--- src/rtl/sram_arbiter.sv ---
// Two-requester arbiter sharing one single-port SRAM with an asynchronous read path.
// Grants are combinational, and read data comes back registered one cycle after the grant.
module sram_arbiter #(
    parameter int ADDR_WIDTH  = 8,
    parameter int DATA_WIDTH  = 16,
    parameter bit ROUND_ROBIN = 1'b1
) (
    input  logic                  clk,
    input  logic                  rst_n,
    input  logic                  req0,
    input  logic                  we0,
    input  logic [ADDR_WIDTH-1:0] addr0,
    input  logic [DATA_WIDTH-1:0] wdata0,
    output logic                  gnt0,
    output logic                  rvalid0,
    output logic [DATA_WIDTH-1:0] rdata0,
    input  logic                  req1,
    input  logic                  we1,
    input  logic [ADDR_WIDTH-1:0] addr1,
    input  logic [DATA_WIDTH-1:0] wdata1,
    output logic                  gnt1,
    output logic                  rvalid1,
    output logic [DATA_WIDTH-1:0] rdata1,
    output logic [ADDR_WIDTH-1:0] sram_addr,
    output logic [DATA_WIDTH-1:0] sram_din,
    output logic                  sram_we,
    output logic                  sram_cs,
    input  logic [DATA_WIDTH-1:0] sram_dout
);

    logic                  prio_q, prio_d;
    logic                  rvalid0_q, rvalid0_d;
    logic                  rvalid1_q, rvalid1_d;
    logic [DATA_WIDTH-1:0] rdata0_q, rdata0_d;
    logic [DATA_WIDTH-1:0] rdata1_q, rdata1_d;

    // prio_q=1 hands a conflict to port 1. Nothing is granted while reset is held.
    always_comb begin
        gnt0 = 1'b0;
        gnt1 = 1'b0;
        if (rst_n) begin
            if (req0 && (!req1 || !ROUND_ROBIN || !prio_q)) begin
                gnt0 = 1'b1;
            end else if (req1) begin
                gnt1 = 1'b1;
            end
        end
    end

    always_comb begin
        sram_cs   = 1'b0;
        sram_we   = 1'b0;
        sram_addr = '0;
        sram_din  = '0;
        if (gnt0) begin
            sram_cs   = 1'b1;
            sram_we   = we0;
            sram_addr = addr0;
            sram_din  = wdata0;
        end else if (gnt1) begin
            sram_cs   = 1'b1;
            sram_we   = we1;
            sram_addr = addr1;
            sram_din  = wdata1;
        end
    end

    always_comb begin
        prio_d = prio_q;
        if (ROUND_ROBIN) begin
            if (gnt0) begin
                prio_d = 1'b1;
            end else if (gnt1) begin
                prio_d = 1'b0;
            end
        end
        rvalid0_d = gnt0 && !we0;
        rvalid1_d = gnt1 && !we1;
        rdata0_d  = rvalid0_d ? sram_dout : rdata0_q;
        rdata1_d  = rvalid1_d ? sram_dout : rdata1_q;
    end

    always_ff @(posedge clk or negedge rst_n) begin
        if (!rst_n) begin
            prio_q    <= 1'b0;
            rvalid0_q <= 1'b0;
            rvalid1_q <= 1'b0;
            rdata0_q  <= '0;
            rdata1_q  <= '0;
        end else begin
            prio_q    <= prio_d;
            rvalid0_q <= rvalid0_d;
            rvalid1_q <= rvalid1_d;
            rdata0_q  <= rdata0_d;
            rdata1_q  <= rdata1_d;
        end
    end

    assign rvalid0 = rvalid0_q;
    assign rvalid1 = rvalid1_q;
    assign rdata0  = rdata0_q;
    assign rdata1  = rdata1_q;

endmodule

--- config.mk ---
export PLATFORM = sky130hd
export DESIGN_NAME = sram_arbiter
export DESIGN_NICKNAME = d
export VERILOG_FILES = /design/src/rtl/sram_arbiter.sv
export SDC_FILE = /design/constraint.sdc
export NUM_CORES = 1
export LEC_CHECK = 0
export BUFFER_PORTS_ARGS = -buffer_cell sky130_fd_sc_hd__buf_2
export CORE_ASPECT_RATIO = 1.75
export CORE_UTILIZATION = 42
export CTS_CLUSTER_DIAMETER = 40
export CTS_CLUSTER_SIZE = 8
export DETAILED_ROUTE_END_ITERATION = 8
export GPL_ROUTABILITY_DRIVEN = 1
export GPL_TIMING_DRIVEN = 0
export MAX_ROUTING_LAYER = met4
export PLACE_DENSITY_LB_ADDON = 0.25
export SYNTH_ARGS = -nofsm -noshare
export SYNTH_HDL_FRONTEND = slang
export SYNTH_SLANG_ARGS = --single-unit
--- constraint.sdc ---
create_clock -name clk -period 3.3 [get_ports clk]
set_clock_uncertainty 0.15 [all_clocks]
set_input_delay 0.33 -clock clk [delete_from_list [all_inputs] [get_ports clk]]
set_output_delay 0.33 -clock clk [all_outputs]
set_load 0.05 [all_outputs]
# Word level (Yosys, flattened, before mapping)
# Index checks and enable logic that the tools add are counted.
[totals]
ff_bits = 35
latchBits = 0
mem_bits_rw = 0
romBits = 0
in_bits = 70
out_inout_bits = 62
memories = 0
[classes]
addsub = 0
multipliers = 0
div_mod_pow = 0
order_cmp = 0
eq_ne = 0
n_shift = 0
muxes = 15
n_bitwise = 0
n_reduce_logical = 9
[ops]
columns = ["op", "count"]
rows = [
  ["$mux W16", 2],
  ["$mux W8", 2],
  ["$mux W1", 11],
  ["$logic_not A1 Y1", 4],
  ["$logic_and A1 B1 Y1", 3],
  ["$reduce_bool A2 Y1", 1],
  ["$logic_or A1 B1 Y1", 1],
]

# Depth between registers and ports, before layout
[depth]
word_depth = 7
mapped_depth = 4
mapped_depth_nobuf = 3

# Worst setup path after synthesis
# OpenSTA, ideal clock, no wires.
[synth_timing]
path_type = "register to output"
startpoint = "register prio_q"
endpoint = "output sram_addr[0]"
arrival_ps = 1649
setup_slack_ps = 1171
stages_incl_launch_ff = 5
path_buffers = 1
cell_sequence = "dfrtp_1 > inv_2 > a21oi_2 > buf_2 > a22o_1"
[synth_between]
elab_chain_len = 7
word_cells_on_any_way = 9
classes_between = "mux (6); reduce/logical (3)"
[synth_rtl]
columns = ["element", "line", "source"]
rows = [
  ["start: declaration", "31", "logic prio_q, prio_d;"],
  ["start signal: assignment", "91", "prio_q <= prio_d;"],
  ["$logic_not A1 Y1", "42", "if (req0 && (!req1 || !ROUND_ROBIN || !prio_q)) begin"],
  ["$logic_or A1 B1 Y1", "42", ""],
  ["$logic_and A1 B1 Y1", "42", ""],
  ["$mux W1", "42", ""],
  ["$mux W1", "41", "if (rst_n) begin"],
  ["named net gnt1", "21", "output logic gnt1,"],
  ["$mux W8", "60", "end else if (gnt1) begin"],
  ["$mux W8", "55", "if (gnt0) begin"],
  ["end: declaration", "24", "output logic [ADDR_WIDTH-1:0] sram_addr,"],
]
# The timed path passes the listed nets, and every way through them passes these cells.

# Final worst setup path
[layout_timing]
startpoint = "input rst_n"
endpoint = "output sram_din[12]"
[layout_between]
elab_chain_len = 3
word_cells_on_any_way = 4
classes_between = "mux (4)"
[layout_rtl]
columns = ["element", "line", "source"]
rows = [
  ["start: declaration", "9", "input logic rst_n,"],
  ["$mux W1", "41", ""],
  ["$mux W16", "60", ""],
  ["$mux W16 *", "55", ""],
  ["end: declaration", "25", "output logic [DATA_WIDTH-1:0] sram_din,"],
]
# Every way passes the cells marked *; elsewhere a longest branch is shown, timed or not.

==> reports/results.ini <==
[critical_path]
slowest_delay_ns=0.63
path_cells=buf_2 > nand2_1 > a21oi_2 > buf_2 > a22o_1 > buf_2
crit_start=rst_n
slowest_stage=buf_2
start_kind=primary input
cp_max_fo=38
crit_buf_inv=3
crit_top_cell=buf_2
r2r-start=prio_q$_DFFE_PN0P_
endpoint_kind=output pin
cp.arrival_ns=2.31
critPathTopFamily=buffers and inverters
worst_ep_required_time_ns=2.82
crit_type=in2out

[clock_network]
cts_resized=0
numCtsBuffers=5
clock_sinks=35
clockBufferDepth=2
post_cts_buffers=0
h-tree-depth=2
hold_buffers=0
cts_root_buf=clkbuf_8
clk_pin_slew_ns=0.08
insertion_delay_ns=0.28
cts_tree=yes

[sta]
hold_ws_ns=-0.0124
worst_pin_slew_ns=0.835
fin_ws_ns=0.505
finalHoldViolCount=21
maxSlewHeadroom_pct=44.3
slew_violations=0
rsz0062_at_grt=false
setup_tns_ns=0
fin_crit_sh_pct=84.7
min_period_ns=2.79
setup_viol=0
fmax_mhz=358

[final_layout]
area_delta_synth_final_pct=50.8
final_cell_mix=buf_2 (134), dfrtp_1 (35), a22o_1 (25)
final_layout_size_suffix_gt1_share_pct=73.7
final_common_cell=buf_2
antenna_cells=0
fin_nets=316

[logic_synthesis]
yosys_warnings=0
synth_top_cells_by_area=dfrtp_1 (54%), mux2_2 (16%), a22o_1 (13%), mux2_4 (8.3%), a211oi_4 (2.5%)
synth_compound_area_share_pct=17.8
synthCells=108
yosys.area_share.xor_xnor_pct=0
netlist_area_sq_um=1630
synth_top_area_cell=dfrtp_1
synth_fa_ha_area_share_pct=0
synth_top_family_by_area=multiplexers
synth_mux_area_share_pct=24.2
synth_top_area_share_pct=53.8
synthDistinctLibCells=15
ys_seq_area_share_pct=53.8
syn_area_per_cell_sq_um=15.1
synth_simple_gate_area_share_pct=0.846
syn_nets=178
synth_seq_cells=35

[global_routing]
grt.overflow.total=0
grt_pass1_wl_mm=6.71
antenna_found_initial=0
grt_pass1_vias=1407
track_usage_pct=22.2
grt_max_degree=39

[outcome]
status=finished, violations left
violations=hold timing

[pwr]
switching_share_pct=44.7
seqPwrFrac_pct=32.6
p_per_area_nw_per_um2=730
p_clk_share_pct=21.4
p_sw_uw=800
leakagePower_uw=0.00132
power_uw=1790
peakVddDrop_mv=0.574
p_int_uw=989
combPwrFrac_pct=46.0

[run]
maxCapViolCount=0

[placed_design]
gp_congestion=0.744
dp_slack_ns=0.461
hpwl_mm=3.30
port_buffers=131

[route]
vias=1467
drt-initial-drc-count=13
drt.antenna.violating_nets=0
viasPerCell=5.01
drc=0
routed_wl_mm=4.25
dr.pass1.iters=4
wl_per_cell_microns=14.5

[floorplanning]
fp.coreArea_sq_um=3660
rows=29
die_h_microns=84.3
die_area_sq_um=4140
io_pins=132
start_util_pct=44.4
die_w_microns=49.0

[min_path]
hold_path_class=in2async

==> state kept, by name, summed over array words and instances, names as in the netlist <==
signal / flops
rvalid1: 1
prio_q: 1
rdata0: 16
rdata1: 16
rvalid0: 1
==> through the flow <==
| stage | hold slack [ns] | std cells | utilization [%] | cell area [sq um] |
|---|---|---|---|---|
| after floorplan | -0.116 | 108 | - | 1630 |
| after global placement | 0.314 | 285 | 63.8 | 2340 |
| after detailed placement | 0.318 | 285 | 63.8 | 2340 |
| after CTS | 0.00631 | 293 | 66.9 | 2450 |
| after global routing | 0.0523 | 293 | 66.9 | 2450 |
| final | -0.0124 | 293 | 66.9 | 2450 |
==> cells by family after synthesis <==
group                  count (synthesis)
multiplexers                          32
buffers and inverters                  7
AND/OR/NAND/NOR                        3
AO/OA/AOI/OAI                         31
flip-flops                            35
==> power by group through the flow <==
stage	clock (uW)	combinational [uW]	sequential, uW
finish	383	823	584
global route	409	857	597
CTS	393	829	585
detailed placement	0	829	591
global placement	0	820	589
floorplan	0	258	950
==> synthesized netlist by cell type <==
master,number
a211oi_4,2
a21oi_2,2
a22o_1,25
buf_12,1
buf_2,3
buf_6,1
clkbuf_1,1
dfrtp_1,35
inv_2,1
mux2_2,23
mux2_4,9
nand2_1,2
nand2_2,1
o21a_1,1
o21ai_0,1
==> final cells by class <==
cell class / instances / area, sq um
Buffer: 6 / 50.0
Clock buffer: 5 / 68.8
Clock inverter: 3 / 43.8
Fill cell: 321 / 1210
Inverter: 1 / 3.75
Multi-Input combinational cell: 66 / 697
Sequential cell: 35 / 876
Tap cell: 46 / 57.6
Timing Repair Buffer: 131 / 656
==> path summary, 6_finish.rpt <==
kind / slack [ns] / cells past startpoint / to
setup / recovery: 0.51 / 6 / sram_din[12]
hold / removal: -0.01 / 1 / rdata0[8]$_DFFE_PN0P_
setup reg to reg: 1.44 / 4 / rdata1[10]$_DFFE_PN0P_
hold reg to reg: 0.35 / 1 / rdata1[12]$_DFFE_PN0P_
max in group asynchronous: 2.48 / 1 / rdata0[0]$_DFFE_PN0P_
min in group clk: 0.13 / 2 / rdata1[4]$_DFFE_PN0P_
==> layer usage <==
metal | vias to the layer above | track usage (%) | wire length (microns) | share of wire, %
li1 | 689 | - | - | -
met1 | 687 | 24.6 | 1660 | 39
met2 | 86 | 38.0 | 2160 | 51
met3 | 5 | 5.07 | 367 | 8.6
met4 | 0 | 8.82 | 56 | 1.3
met5 | - | - | 0 | 0
(Power assumes the default switching activity.)
